<file path="src/rtl/cpu_core_pkg.sv">
// Shared decode types for cpu_core: ALU opcodes, shift types, condition codes
// and instruction-class constants, plus small decode helpers.
package cpu_core_pkg;

  typedef enum logic [3:0] {
    OP_AND = 4'h0, OP_EOR = 4'h1, OP_SUB = 4'h2, OP_RSB = 4'h3,
    OP_ADD = 4'h4, OP_ADC = 4'h5, OP_SBC = 4'h6, OP_RSC = 4'h7,
    OP_TST = 4'h8, OP_TEQ = 4'h9, OP_CMP = 4'hA, OP_CMN = 4'hB,
    OP_ORR = 4'hC, OP_MOV = 4'hD, OP_BIC = 4'hE, OP_MVN = 4'hF
  } alu_op_e;

  typedef enum logic [1:0] {
    SH_LSL = 2'd0, SH_LSR = 2'd1, SH_ASR = 2'd2, SH_ROR = 2'd3
  } shift_e;

  typedef enum logic [3:0] {
    CC_EQ = 4'h0, CC_NE = 4'h1, CC_CS = 4'h2, CC_CC = 4'h3,
    CC_MI = 4'h4, CC_PL = 4'h5, CC_VS = 4'h6, CC_VC = 4'h7,
    CC_HI = 4'h8, CC_LS = 4'h9, CC_GE = 4'hA, CC_LT = 4'hB,
    CC_GT = 4'hC, CC_LE = 4'hD, CC_AL = 4'hE, CC_NV = 4'hF
  } cond_e;

  // Instruction class taken from inst[27:26]
  localparam logic [1:0] CLS_DP = 2'b00;
  localparam logic [1:0] CLS_LS = 2'b01;
  localparam logic [1:0] CLS_BR = 2'b10;
  localparam logic [1:0] CLS_CP = 2'b11;

  function automatic logic op_supported(input logic [3:0] op);
    logic ok;
    case (alu_op_e'(op))
      OP_AND, OP_EOR, OP_SUB, OP_RSB, OP_ADD, OP_ORR,
      OP_MOV, OP_BIC, OP_MVN, OP_CMP, OP_TST: ok = 1'b1;
      default:                                ok = 1'b0;
    endcase
    return ok;
  endfunction

  function automatic logic cond_pass(input logic [3:0] cc, input logic [3:0] f);
    logic n, z, c, v, ok;
    {n, z, c, v} = f;
    case (cond_e'(cc))
      CC_EQ: ok = z;
      CC_NE: ok = ~z;
      CC_CS: ok = c;
      CC_CC: ok = ~c;
      CC_MI: ok = n;
      CC_PL: ok = ~n;
      CC_VS: ok = v;
      CC_VC: ok = ~v;
      CC_HI: ok = c & ~z;
      CC_LS: ok = ~c | z;
      CC_GE: ok = (n == v);
      CC_LT: ok = (n != v);
      CC_GT: ok = ~z & (n == v);
      CC_LE: ok = z | (n != v);
      CC_AL: ok = 1'b1;
      default: ok = 1'b0;
    endcase
    return ok;
  endfunction

endpackage

</file>
<file path="src/rtl/cpu_core_alu.sv">
// 32-bit ALU for cpu_core: result plus NZCV. cin/vin carry the flag values
// kept by logical ops (shifter carry-out and current V).
module cpu_core_alu
  import cpu_core_pkg::*;
(
  input  logic [31:0] a,
  input  logic [31:0] b,
  input  logic [3:0]  op,
  input  logic        cin,
  input  logic        vin,
  output logic [31:0] result,
  output logic [3:0]  nzcv
);

  logic [32:0] sum;
  logic        c, v;

  always_comb begin
    sum    = '0;
    result = '0;
    c      = cin;
    v      = vin;
    case (alu_op_e'(op))
      OP_AND, OP_TST: result = a & b;
      OP_EOR:         result = a ^ b;
      OP_ORR:         result = a | b;
      OP_MOV:         result = b;
      OP_BIC:         result = a & ~b;
      OP_MVN:         result = ~b;
      OP_ADD: begin
        sum    = {1'b0, a} + {1'b0, b};
        result = sum[31:0];
        c      = sum[32];
        v      = (a[31] == b[31]) && (result[31] != a[31]);
      end
      OP_SUB, OP_CMP: begin
        // C is NOT borrow
        sum    = {1'b0, a} - {1'b0, b};
        result = sum[31:0];
        c      = ~sum[32];
        v      = (a[31] != b[31]) && (result[31] != a[31]);
      end
      OP_RSB: begin
        sum    = {1'b0, b} - {1'b0, a};
        result = sum[31:0];
        c      = ~sum[32];
        v      = (b[31] != a[31]) && (result[31] != b[31]);
      end
      default: result = '0;
    endcase
    nzcv = {result[31], (result == 32'd0), c, v};
  end

endmodule

</file>
<file path="src/rtl/cpu_core.sv">
// Single-cycle A32 subset core: data-processing, LDR/STR word, B/BL.
// Optional macro CPU_CORE_COND_EXEC_EN enables cond-field evaluation.
module cpu_core
  import cpu_core_pkg::*;
#(
  parameter int unsigned DMEM_WORDS = 1024
) (
  input  logic        clk,
  input  logic        rst,
  input  logic [31:0] inst,
  output logic [31:0] PC
);

  localparam int unsigned AW = $clog2(DMEM_WORDS);

  logic [31:0] regs [0:14];
  logic [31:0] dmem [0:DMEM_WORDS-1];
  logic [3:0]  nzcv;

  logic [1:0]  cls;
  logic [3:0]  op, rn, rd, rm, rb;
  logic        i_bit, s_bit, is_test, dp_valid, ls_valid, exec;
  logic [31:0] rdata_a, rdata_b, op2, alu_res, mem_addr, mem_rdata, br_off;
  logic [3:0]  alu_nzcv;
  logic        sh_c;
  logic [AW-1:0] mem_idx;

  logic [31:0] pc_next, reg_wdata;
  logic [3:0]  reg_waddr;
  logic        reg_we, mem_we, flags_we;

  assign cls   = inst[27:26];
  assign i_bit = inst[25];
  assign op    = inst[24:21];
  assign s_bit = inst[20];
  assign rn    = inst[19:16];
  assign rd    = inst[15:12];
  assign rm    = inst[3:0];
  assign rb    = (cls == CLS_LS) ? rd : rm;

  // R15 is not stored; reads see the architectural PC+8
  assign rdata_a = (rn == 4'd15) ? PC + 32'd8 : regs[rn];
  assign rdata_b = (rb == 4'd15) ? PC + 32'd8 : regs[rb];

`ifdef CPU_CORE_COND_EXEC_EN
  assign exec = cond_pass(inst[31:28], nzcv);
`else
  logic cond_unused;
  assign exec        = 1'b1;
  assign cond_unused = ^{inst[31:28], nzcv[3:2]};
`endif

  // Operand2: rotated immediate or immediate-shifted Rm, with shifter carry
  always_comb begin
    logic [32:0] t;
    logic [31:0] imm32;
    logic [4:0]  amt;
    t     = '0;
    imm32 = {24'd0, inst[7:0]};
    amt   = inst[11:7];
    op2   = '0;
    sh_c  = nzcv[1];
    if (i_bit) begin
      amt = {inst[11:8], 1'b0};
      op2 = (imm32 >> amt) | (imm32 << (6'd32 - {1'b0, amt}));
      if (amt != 5'd0) sh_c = op2[31];
    end else begin
      case (shift_e'(inst[6:5]))
        SH_LSL: begin
          t   = {1'b0, rdata_b} << amt;
          op2 = t[31:0];
          if (amt != 5'd0) sh_c = t[32];
        end
        SH_LSR: begin
          if (amt == 5'd0) begin
            op2  = '0;
            sh_c = rdata_b[31];
          end else begin
            t    = {rdata_b, 1'b0} >> amt;
            op2  = t[32:1];
            sh_c = t[0];
          end
        end
        SH_ASR: begin
          if (amt == 5'd0) begin
            op2  = {32{rdata_b[31]}};
            sh_c = rdata_b[31];
          end else begin
            t    = 33'($signed({rdata_b, 1'b0}) >>> amt);
            op2  = t[32:1];
            sh_c = t[0];
          end
        end
        default: begin
          if (amt == 5'd0) begin
            op2  = {nzcv[1], rdata_b[31:1]};
            sh_c = rdata_b[0];
          end else begin
            op2  = (rdata_b >> amt) | (rdata_b << (6'd32 - {1'b0, amt}));
            sh_c = op2[31];
          end
        end
      endcase
    end
  end

  cpu_core_alu u_alu (
    .a      (rdata_a),
    .b      (op2),
    .op     (op),
    .cin    (sh_c),
    .vin    (nzcv[0]),
    .result (alu_res),
    .nzcv   (alu_nzcv)
  );

  assign is_test  = (alu_op_e'(op) == OP_TST) || (alu_op_e'(op) == OP_CMP);
  assign dp_valid = op_supported(op) && (i_bit || !inst[4]) && (!is_test || s_bit);
  assign ls_valid = !inst[25] && inst[24] && !inst[22] && !inst[21];

  assign mem_addr  = inst[23] ? rdata_a + {20'd0, inst[11:0]}
                              : rdata_a - {20'd0, inst[11:0]};
  assign mem_idx   = AW'(mem_addr >> 2);
  assign mem_rdata = dmem[mem_idx];
  assign br_off    = {{6{inst[23]}}, inst[23:0], 2'b00};

  always_comb begin
    pc_next   = PC + 32'd4;
    reg_we    = 1'b0;
    reg_waddr = rd;
    reg_wdata = alu_res;
    mem_we    = 1'b0;
    flags_we  = 1'b0;
    if (exec) begin
      case (cls)
        CLS_DP: if (dp_valid) begin
          reg_we   = !is_test;
          flags_we = s_bit;
        end
        CLS_LS: if (ls_valid) begin
          if (inst[20]) begin
            reg_we    = 1'b1;
            reg_wdata = mem_rdata;
          end else begin
            mem_we = 1'b1;
          end
        end
        CLS_BR: if (inst[25]) begin
          pc_next = PC + 32'd8 + br_off;
          if (inst[24]) begin
            reg_we    = 1'b1;
            reg_waddr = 4'd14;
            reg_wdata = PC + 32'd4;
          end
        end
        default: ;
      endcase
    end
    if (reg_waddr == 4'd15) reg_we = 1'b0;
  end

  always_ff @(posedge clk or posedge rst) begin
    if (rst) begin
      PC   <= '0;
      nzcv <= '0;
      for (int unsigned i = 0; i < 15; i++) regs[i] <= '0;
    end else begin
      PC <= pc_next;
      if (flags_we) nzcv <= alu_nzcv;
      if (reg_we) regs[reg_waddr] <= reg_wdata;
    end
  end

  // Data memory has no reset; rst only blocks the pending store
  always_ff @(posedge clk) begin
    if (mem_we && !rst) dmem[mem_idx] <= rdata_b;
  end

endmodule

</file>
<file path="config.mk">
export PLATFORM = sky130hd
export DESIGN_NAME = cpu_core
export DESIGN_NICKNAME = d
export VERILOG_FILES = /design/src/rtl/cpu_core_pkg.sv /design/src/rtl/cpu_core_alu.sv /design/src/rtl/cpu_core.sv
export SDC_FILE = /design/constraint.sdc
export NUM_CORES = 1
export LEC_CHECK = 0
export BUFFER_PORTS_ARGS = -buffer_cell sky130_fd_sc_hd__buf_2
export CAP_MARGIN = 20
export CORE_UTILIZATION = 57
export DETAILED_ROUTE_END_ITERATION = 10
export GPL_TIMING_DRIVEN = 0
export MAX_ROUTING_LAYER = met4
export PLACE_DENSITY = 0.9
export SLEW_MARGIN = 20
export SYNTH_ARGS = -nofsm -noshare
export SYNTH_HDL_FRONTEND = slang
export SYNTH_SLANG_ARGS = --single-unit
export TNS_END_PERCENT = 10
</file>
<file path="constraint.sdc">
create_clock -name clk -period 2.8 [get_ports clk]
set_input_delay 0.28 -clock clk [delete_from_list [all_inputs] [get_ports clk]]
set_output_delay 0.28 -clock clk [all_outputs]
set_load 0.02 [all_outputs]
</file>
# Word level (Yosys, flattened, before mapping)
# Index checks and enable logic that the tools add are counted.
[op_classes] mux=2 eq_ne=1 n_addsub=3
[ops] operator="32-bit two-way mux" count=2
[ops] operator="32-bit by 3-bit adder with 32-bit output (second input constant)" count=1
[ops] operator="32-bit adder" count=1
[ops] operator="32-bit by 4-bit adder with 32-bit output (second input constant)" count=1
[ops] operator="2-bit == test (second input constant)" count=1
[totals] input_bits=34 word_cells=7 ff_bits=32 output_inout_bits=32

# Depth between registers and ports, before layout
# Gate-level depths: netlist (run 1).
[logic_depth] depth_word=4 ltp_mapped=12 mapped_depth_nobuf=12

# Worst setup path before layout (run 1)
# OpenSTA, ideal clock, no wires.
[synth_path] path_kind="register -> register" from="register PC[3]" to="register PC[13]" period_less_slack_ps=2674 arrival_time_ps=2537 setup_slack_ps=126 path_stages_with_launch=13 required_ps=2663 path_buffers=0 setup_ps=137 cell_sequence="dfrtp_1 -> inv_1 -> ha_1 -> inv_1 -> ha_1 -> fa_1 -> a21oi_1 -> o21ai_1 -> a31o_2 -> a21o_1 -> a21oi_1 -> xor2_1 -> a21oi_1"
[synth_via] elab_chain_len=4 elab_cells_between_ends=5 classes_between="add/sub (3); mux (2)"
[synth_rtl] item="start: declaration" line="cpu_core.sv:11" text="output logic [31:0] PC"
[synth_rtl] item="start signal: assignment" line="cpu_core.sv:168" text="PC <= pc_next;"
[synth_rtl] item="32-bit by 4-bit adder with 32-bit output" line="cpu_core.sv:149" text="pc_next = PC + 32'd8 + br_off;"
[synth_rtl] item="32-bit adder" line="cpu_core.sv:149"
[synth_rtl] item="32-bit two-way mux" line="cpu_core.sv:148" text="CLS_BR: if (inst[25]) begin"
[synth_rtl] item="32-bit two-way mux (*)" line="cpu_core.sv:135" text="case (cls)"
[synth_rtl] item="net pc_next[13]" line="cpu_core.sv:28" text="logic [31:0] pc_next, reg_wdata;"
# The timed path passes the listed nets; every way through them passes the cells marked *.

# Final worst setup path (run 1)
# Same ends and word-level chain as after synthesis.

==> impl_metrics.csv, run 1 <==
group,metric,value,unit
outcome,outcome,"finished, final reports clean",
clock_tree,clockRootBuffer,"clkbuf_8",
sta,fin_crit_sh,97.7,%
layout,fill_cells,473,
run,drv_cap,0,
sta,rsz0062_at_grt,"yes",
yosys,synth_area_per_cell,8.20,um2
setup_path,reg2reg_depth,12,
floorplanning,num_rows,28,
sta,setup_viol,0,
yosys,synth-main-ff-cell,"dfrtp_1",
layout,fin_nets,590,
yosys,synth_seq_area_share,21.4,%
setup_path,path_delay_family,"compound AO/OA/AOI/OAI gates",
setup_path,cp-startpoint,"PC[3]",
clock_tree,cts_max_level,2,
setup_path,cp_cell_sequence,"inv_1, ha_1, inv_1, ha_1, fa_2, a21oi_2, o21ai_1, a31o_2, a21o_1, a21oi_2, xor2_1, a21oi_1",
global_route,grt_pass1_wl,15100,um
detailed_routing,first_iter_violations,349,
sta,finalMaxSlewViolations,0,
yosys,ys_warn_count,0,
pwr,p_per_area,1280,nW/um2
yosys,synth_edf_count,0,
layout,top_regs,"PC x30",
global_route,first_global_vias,3346,
clock_tree,cts_tree,"done",
layout,insertedDiodeCount,0,
yosys,async_flop_share,100,%
setup_path,crit_path_end_kind,"flop",
layout,syn_to_final_growth,17.6,%
detailed_routing,drt_wl_total,9690,um
sta,tightest_slew,0.693,ns
setup_path,crit_type,"reg2reg",
floorplanning,initial_core_util,59.4,%
place,post_dp_cell_area,3900,um2
clock_tree,path_clk_slew,0.08,ns
clock_tree,clk_latency,0.30,ns
sta,hold_violations,0,
clock_tree,cts_buffer_depth,2,
layout,stdcell_area,4140,um2
global_route,grt_use_total,30.9,%
global_route,grt-ovfl-total,0,
pwr,ir_drop,680,uV
setup_path,cp_slowest_cell,"fa_2",
floorplanning,coreArea,5920,um2
setup_path,cpPeakStageDelay,0.39,ns
setup_path,critPathBufInv,2,
setup_path,crit_fanout,3,
yosys,ys_types,50,
yosys,yosys.area.top_type,"dfrtp_1",
detailed_routing,drt_pre_antenna_iters,5,
clock_tree,hold_buffers,0,
sta,fin_crit,2.73,ns
global_route,grt_max_degree,31,
detailed_routing,drt-vias-per-instance,6.17,
global_route,antenna_found_initial,0,
yosys,synthCells,429,
setup_path,startpoint_type,"flop",
detailed_routing,wire_per_inst,16.9,um
clock_tree,cts_inserted_buffers,5,
yosys,synthTopCellsByArea,"dfrtp_1 (21%), ha_1 (21%), xnor2_1 (7.7%)",
setup_path,timing.rr.start,"PC[3]",
sta,timing.final.ws_setup,0.0653,ns
sta,max_slew_margin,53.7,%
yosys,synth_top_cell_area_share,21.4,%
place,hpwl,7050,um
worst_hold_path,hold_path_class,"in2async",
layout,top_register,"PC",
place,portBuffers,58,
layout,largest_reg_flops,30,
sta,fin_skew,0.00975,ns
detailed_routing,drc,0,
place,place_congestion,0.912,
clock_tree,clock_sinks,30,
place,pre_cts_ws,-0.138,ns
setup_path,crit_cells,12,
pwr,leakage,1.95,nW
floorplanning,dieWidth,80.5,um
yosys,synth-seq-cells,30,
setup_path,arrival,2.88,ns
floorplanning,pin_count,66,
sta,max_clock_freq,0.366,GHz
floorplanning,dieHeight,80.5,um
layout,drive_gt1_share,21.7,%
detailed_routing,vias,3535,
detailed_routing,postRouteAntennaNets,0,
setup_path,crit_required,2.95,ns
floorplanning,die_area,6490,um2
yosys,netlist_area,3520,um2
[cells in the mapped netlist (2+ instances only)]
master / instances
ha_1: 58
nand2_1: 54
a21oi_1: 38
xnor2_1: 31
dfrtp_1: 30
o21ai_0: 29
nor2_1: 25
xor2_1: 21
a21o_1: 16
nand3_1: 15
inv_1: 11
clkbuf_1: 10
nand4_1: 10
a31oi_1: 9
and3_1: 6
a211oi_1: 4
nor3_1: 4
o21bai_1: 4
and4_1: 3
buf_2: 3
buf_4: 3
mux2i_1: 3
o211ai_1: 3
o21ai_1: 3
a32oi_1: 2
a41o_1: 2
a41oi_1: 2
and2_1: 2
nor2_2: 2
o21a_1: 2
o221ai_1: 2
o22ai_1: 2
o31a_1: 2
or3_1: 2
[metrics by stage]
stage | power, mW | util, % | std cells | setup TNS, ns | hold slack, ns
final | 5.30 | 69.8 | 573 | 0 | 0.0810
after global routing | 5.72 | 69.8 | 573 | -0.169 | 0.139
after CTS | 5.07 | 68.5 | 572 | 0 | 0.104
after detailed placement | 4.52 | 65.9 | 563 | -0.555 | 0.418
after global placement | 4.35 | 65.9 | 563 | -0.192 | 0.540
after floorplan | 3.65 | - | 430 | 0 | 0.371
[metal layers]
layer	vias to the layer above	share of wire (%)	global-route usage, %
met2	151	50	53.1
met4	0	2.5	9.82
li1	1689	-	-
met1	1661	42	37.7
met3	34	5.8	3.64
met5	-	0	-
[repair_timing]
action,4_1_cts,5_1_grt
gates resized for setup,7,20
endpoints found under the setup margin,9,11
buffers inserted,1,1
pin swaps,0,6
endpoints found under the hold margin,0,0
[placed cells by master (no fill, tap or decap), drive strengths merged, types with 3 or more instances in the layout]
cell type  instances
xor2              21
a211oi             4
nor3               4
mux2i              3
nand2             54
nor2              27
dfrtp             30
o21bai             4
and4               3
xnor2             31
a21o              16
nand3             15
a21oi             38
buf               67
nand4             10
and3               7
o21ai             32
and2               3
a31oi              9
clkbuf            15
ha                58
inv               11
o211ai             4
[report_power, final]
part | leakage (nW) | switching, mW | internal (mW)
logic | 1.55 | 2.27 | 1.57
registers | 0.355 | 0.350 | 0.646
clock network | 0.0504 | 0.204 | 0.265
total | 1.95 | 2.82 | 2.48
[path summary, 6_finish.rpt]
check | slack (ns) | endpoint
worst max-delay path | 0.07 | PC[13]
worst min-delay path | 0.08 | PC[27]
worst max register to register | 0.07 | PC[13]
worst min register to register | 0.56 | PC[2]
max in group asynchronous | 2.23 | PC[11]
min in group clk | 0.38 | PC[2]
[kinds of logic (layout without fill, tap and decap cells)]
kind of cell    count (synthesis)  count (layout)  synth area share [%]
other cells                     1               2                 0.107
fa+ha+maj                      59              59                  21.2
compound gates                126             126                  22.7
mux                             3               3                 0.854
buf+inv                        28              96                  3.42
flops                          30              30                  21.4
xor+xnor                       52              52                  13.0
simple gates                  130             130                  17.4
[area by class of cell]
| type | instances | area, um2 | share of cell area [%] |
|---|---|---|---|
| Clock buffer | 5 | 68.8 | 1.66 |
| Inverter | 11 | 41.3 | 0.998 |
| Tap cell | 75 | 93.8 | 2.27 |
| Buffer | 17 | 81.3 | 1.97 |
| Clock inverter | 3 | 45.0 | 1.09 |
| Sequential cell | 30 | 756 | 18.3 |
| Timing Repair Buffer | 60 | 305 | 7.38 |
| Multi-Input combinational cell | 372 | 2740 | 66.4 |
(Power assumes the default switching activity.)
==> run 2: changes to the inputs <==
--- a/config.mk
+++ b/config.mk
@@ -7,11 +7,11 @@
 export LEC_CHECK = 0
 export BUFFER_PORTS_ARGS = -buffer_cell sky130_fd_sc_hd__buf_2
 export CAP_MARGIN = 20
-export CORE_UTILIZATION = 57
+export CORE_UTILIZATION = 60
 export DETAILED_ROUTE_END_ITERATION = 10
 export GPL_TIMING_DRIVEN = 0
 export MAX_ROUTING_LAYER = met4
-export PLACE_DENSITY = 0.9
+export PLACE_DENSITY = 0.93
 export SLEW_MARGIN = 20
 export SYNTH_ARGS = -nofsm -noshare
 export SYNTH_HDL_FRONTEND = slang
==> constraint.sdc (replaced) <==
create_clock -name clk -period 3.4 [get_ports clk]
set_input_delay 0.34 -clock clk [delete_from_list [all_inputs] [get_ports clk]]
set_output_delay 0.34 -clock clk [all_outputs]
set_load 0.02 [all_outputs]
==> impl_metrics.csv, run 2 (synthesis results as in run 1) <==
group,metric,value,unit
place,place_congestion,0.926,
floorplanning,dieWidth,78.6,um
global_route,grt_use_total,32.1,%
sta,finalMaxSlewViolations,0,
pwr,ir_drop,681,uV
setup_path,crit_path_end_kind,"flop",
global_route,grt-ovfl-total,0,
layout,top_register,"PC",
sta,max_slew_margin,54.1,%
sta,setup_viol,0,
run,drv_cap,0,
setup_path,crit_required,3.56,ns
setup_path,crit_fanout,5,
layout,top_regs,"PC x30",
clock_tree,hold_buffers,0,
sta,hold_violations,0,
pwr,p_per_area,1060,nW/um2
setup_path,cp_slowest_cell,"fa_1",
pwr,leakage,1.96,nW
detailed_routing,postRouteAntennaNets,0,
worst_hold_path,hold_path_class,"in2async",
floorplanning,coreArea,5570,um2
sta,tightest_slew,0.689,ns
clock_tree,cts_max_level,2,
setup_path,arrival,3.12,ns
global_route,grt_max_degree,31,
layout,drive_gt1_share,16.5,%
layout,syn_to_final_growth,15.0,%
sta,fin_crit,2.96,ns
global_route,grt_pass1_wl,15100,um
clock_tree,clock_sinks,30,
clock_tree,cts_buffer_depth,2,
clock_tree,clk_latency,0.30,ns
floorplanning,die_area,6170,um2
layout,layout_commonest_cell,"buf_2",
floorplanning,dieHeight,78.6,um
clock_tree,cts_inserted_buffers,5,
detailed_routing,first_iter_violations,339,
detailed_routing,drt_wl_total,9270,um
detailed_routing,wire_per_inst,16.3,um
floorplanning,pin_count,66,
setup_path,cpPeakStageDelay,0.44,ns
sta,max_clock_freq,0.338,GHz
detailed_routing,drt-vias-per-instance,6.26,
place,portBuffers,58,
sta,fin_crit_sh,86.9,%
clock_tree,cts_resized,0,
pwr,power,4.27,mW
layout,final_cell_mix,"buf_2 (61), ha_1 (58), nand2_1 (54)",
detailed_routing,drc,0,
setup_path,startpoint_type,"flop",
outcome,outcome,"finished, final reports clean",
detailed_routing,vias,3555,
global_route,antenna_found_initial,0,
clock_tree,clockRootBuffer,"clkbuf_8",
clock_tree,path_clk_slew,0.08,ns
floorplanning,initial_core_util,63.1,%
sta,finalSetupTns,0,ns
setup_path,crit_type,"reg2reg",
layout,fin_nets,588,
setup_path,cp_cell_sequence,"inv_1, ha_1, inv_1, ha_1, fa_1, a21oi_1, o21ai_1, a31oi_1, nor3_1, a41oi_1, xor2_1, o21ai_0",
global_route,first_global_vias,3306,
clock_tree,post_cts_buffers,0,
sta,rsz0062_at_grt,"no",
detailed_routing,drt_pre_antenna_iters,6,
floorplanning,num_rows,27,
layout,largest_reg_flops,30,
place,hpwl,6820,um
sta,fin_skew,0.0129,ns
layout,insertedDiodeCount,0,
clock_tree,cts_tree,"done",
## run 2: changes by cell type in the layout (fill, tap and decap cells not counted), moves of 3 or more
cell	before	now
dfrtp_2	4	0
a21oi_2	4	0
ha_2	3	0
ha_1	55	58
a21oi_1	34	38
dfrtp_1	26	30
## run 2: path summary, 6_finish.rpt
kind                       startpoint      to  slack (ns)  depth (start not counted)
max in group asynchronous         rst  PC[22]        2.83                          2
min in group clk              inst[0]   PC[2]        0.41                          4
max reg2reg                     PC[3]  PC[25]        0.44                         12
max                             PC[3]  PC[25]        0.44                         12
min reg2reg                     PC[2]   PC[2]        0.55                          1
min                               rst  PC[27]        0.13                          2
## run 2: cell type report
cell class,count,area (um2)
flip-flops and latches,30,751
well taps,72,90.1
clock buffers,6,82.6
fillers,427,1530
multi-input cells,372,2650
inverters,11,41.3
clock inverters,2,60.1
repair buffers,58,290
plain buffers,17,78.8
## run 2: per-stage QoR
stage | hold WS, ns | worst slack, ns | utilization (%) | instance area (um2) | instances
after floorplan | 0.431 | 0.726 | - | 3520 | 430
after global placement | 0.538 | 0.506 | 70.0 | 3900 | 560
after detailed placement | 0.472 | 0.517 | 70.0 | 3900 | 560
after CTS | 0.163 | 0.470 | 72.5 | 4040 | 568
after global routing | 0.195 | 0.251 | 72.5 | 4040 | 568
final | 0.125 | 0.445 | 72.5 | 4040 | 568
## run 2: power breakdown
part	switching (mW)	total, mW	internal (mW)
clock network	0.154	0.467	0.313
registers	0.289	0.816	0.527
logic	1.76	2.98	1.22
## run 2: metal layers
metal	GRT usage, %	part of all wire, %	vias up
met4	11.3	2.9	0
met2	54.6	49	201
li1	-	-	1690
met3	5.70	7.2	32
met1	37.8	40	1632
met5	-	0	-
## run 2: critical path, delay by kind of cell, from the launching register on
family / cells / cell delay [ns]
AO/OA/AOI/OAI: 5 / 1.11
adder cells (fa/ha/maj): 3 / 0.94
flip-flops: 1 / 0.41
buffers and inverters: 2 / 0.10
XOR/XNOR: 1 / 0.17
AND/OR/NAND/NOR: 1 / 0.09
==> run 3: changes to the inputs <==
--- a/config.mk
+++ b/config.mk
@@ -12,6 +12,7 @@
 export GPL_TIMING_DRIVEN = 0
 export MAX_ROUTING_LAYER = met4
 export PLACE_DENSITY = 0.93
+export REMOVE_ABC_BUFFERS = 1
 export SLEW_MARGIN = 20
 export SYNTH_ARGS = -nofsm -noshare
 export SYNTH_HDL_FRONTEND = slang
==> impl_metrics.csv, run 3 (synthesis results as in run 1) <==
group,metric,value,unit
pwr,seqPwrFrac,19.1,%
global_route,grt_pass1_wl,13900,um
setup_path,timing.reg2reg.setup_slack,0.36,ns
clock_tree,clock_sinks,30,
clock_tree,hold_buffers,0,
place,post_dp_cell_area,3820,um2
setup_path,cp_slowest_cell,"fa_1",
sta,max_clock_freq,0.329,GHz
clock_tree,clockRootBuffer,"clkbuf_8",
clock_tree,post_cts_buffers,0,
layout,syn_to_final_growth,12.8,%
detailed_routing,wire_per_inst,15.7,um
sta,setup_viol,0,
floorplanning,die_area,6170,um2
global_route,grt-ovfl-total,0,
floorplanning,num_rows,27,
sta,fin_crit_sh,89.5,%
sta,hold_violations,0,
clock_tree,cts_inserted_buffers,5,
setup_path,r2r-end,"PC[29]",
detailed_routing,drc,0,
global_route,antenna_found_initial,0,
clock_tree,cts_resized,0,
layout,final_cell_mix,"ha_1 (58), buf_2 (58), nand2_1 (54)",
pwr,p_clk_share,11.2,%
outcome,outcome,"finished, final reports clean",
global_route,first_global_vias,3133,
setup_path,crit_type,"reg2reg",
setup_path,crit_fanout,5,
setup_path,arrival,3.24,ns
sta,max_slew_margin,49.3,%
setup_path,path_delay_family,"compound AO/OA/AOI/OAI gates",
floorplanning,pin_count,66,
pwr,internal_power,2.05,mW
detailed_routing,drt-vias-per-instance,6.19,
floorplanning,coreArea,5570,um2
floorplanning,dieWidth,78.6,um
clock_tree,path_clk_slew,0.07,ns
clock_tree,clk_latency,0.29,ns
setup_path,crit_required,3.60,ns
sta,fin_crit,3.04,ns
detailed_routing,postRouteAntennaNets,0,
setup_path,critPathBufInv,2,
setup_path,startpoint_type,"flop",
layout,top_register,"PC",
pwr,ir_drop,572,uV
setup_path,cp_cell_sequence,"inv_1, ha_1, inv_1, ha_1, fa_1, a21oi_1, o21ai_1, a31oi_1, nor3_1, a41oi_1, o21ai_0, o22ai_1",
setup_path,cpPeakStageDelay,0.43,ns
place,portBuffers,58,
layout,fin_nets,571,
floorplanning,dieHeight,78.6,um
clock_tree,cts_max_level,2,
detailed_routing,first_iter_violations,228,
clock_tree,cts_tree,"done",
clock_tree,cts_buffer_depth,2,
sta,fin_skew,0.00838,ns
worst_hold_path,hold_path_class,"in2async",
run,drv_cap,0,
sta,rsz0062_at_grt,"no",
setup_path,timing.rr.start,"PC[3]",
detailed_routing,vias,3410,
place,hpwl,6580,um
pwr,p_per_area,1050,nW/um2
global_route,grt_use_total,29.4,%
layout,drive_gt1_share,16.1,%
detailed_routing,drt_wl_total,8680,um
layout,top_regs,"PC x30",
sta,fin_hold_ws,0.154,ns
setup_path,reg2reg_depth,12,
layout,largest_reg_flops,30,
global_route,grt_max_degree,36,
pwr,leakage,1.93,nW
layout,insertedDiodeCount,0,
floorplanning,initial_core_util,63.1,%
sta,finalSetupTns,0,ns
pwr,p_switching,2.13,mW
layout,stdcell_area,3970,um2
sta,tightest_slew,0.757,ns
pwr,comb_power_share,69.8,%
setup_path,crit_path_end_kind,"flop",
sta,finalMaxSlewViolations,0,
pwr,swShare,50.9,%
place,place_congestion,0.914,
detailed_routing,drt_pre_antenna_iters,5,
run 3: cell types whose count changed in the layout (fill, tap and decap cells not counted):
| cell | previous run | this run |
|---|---|---|
| buf_1 | 1 | 0 |
| buf_4 | 3 | 0 |
| and3b_2 | 0 | 1 |
| buf_2 | 61 | 58 |
| and3b_1 | 1 | 0 |
| clkbuf_1 | 10 | 0 |
run 3: final cells by class:
class	instances	area [um2]
multi-input cells	372	2650
fillers	441	1610
flip-flops and latches	30	751
repair buffers	58	290
well taps	72	90.1
clock buffers	6	82.6
clock inverters	2	60.1
inverters	11	41.3
run 3: worst max-delay path by stage:
stage	to	from	cells after the start
finish	PC[29]	PC[3]	12
global route	PC[30]	PC[13]	9
CTS	PC[29]	PC[3]	12
detailed placement	PC[29]	PC[3]	12
global placement	PC[29]	inst[1]	13
floorplan	PC[13]	PC[3]	12
run 3: stage by stage:
stage               util, %  cells  setup slack (ns)  power (mW)
CTS                    71.1    551             0.392        4.15
floorplan                 -    413             0.706        2.99
global route           71.1    551             0.201        4.54
global placement       68.6    543             0.518        3.57
finish                 71.1    551             0.358        4.18
detailed placement     68.6    543             0.413        3.66
run 3: power groups by stage:
stage                     clock, mW  combinational (mW)  sequential, mW
after CTS                     0.476                2.88           0.791
after global placement            0                2.78           0.784
after floorplan                   0                2.03           0.959
after global routing          0.490                3.22           0.829
final                         0.467                2.92           0.797
after detailed placement          0                2.87           0.799
run 3: worst reg2reg max path: cells and delay by family (launching register included):
kind	cells	cell delay, ns
buf+inv	2	0.12
flops	1	0.42
simple gates	1	0.10
fa+ha+maj	3	0.95
compound gates	6	1.37
run 3: routing by layer:
metal | global-route usage [%] | vias up | wire length (um)
met3 | 5.12 | 30 | 483
met2 | 51.1 | 143 | 4290
met4 | 10.4 | 0 | 184
met1 | 33.7 | 1578 | 3720
li1 | - | 1659 | -
met5 | - | - | 0
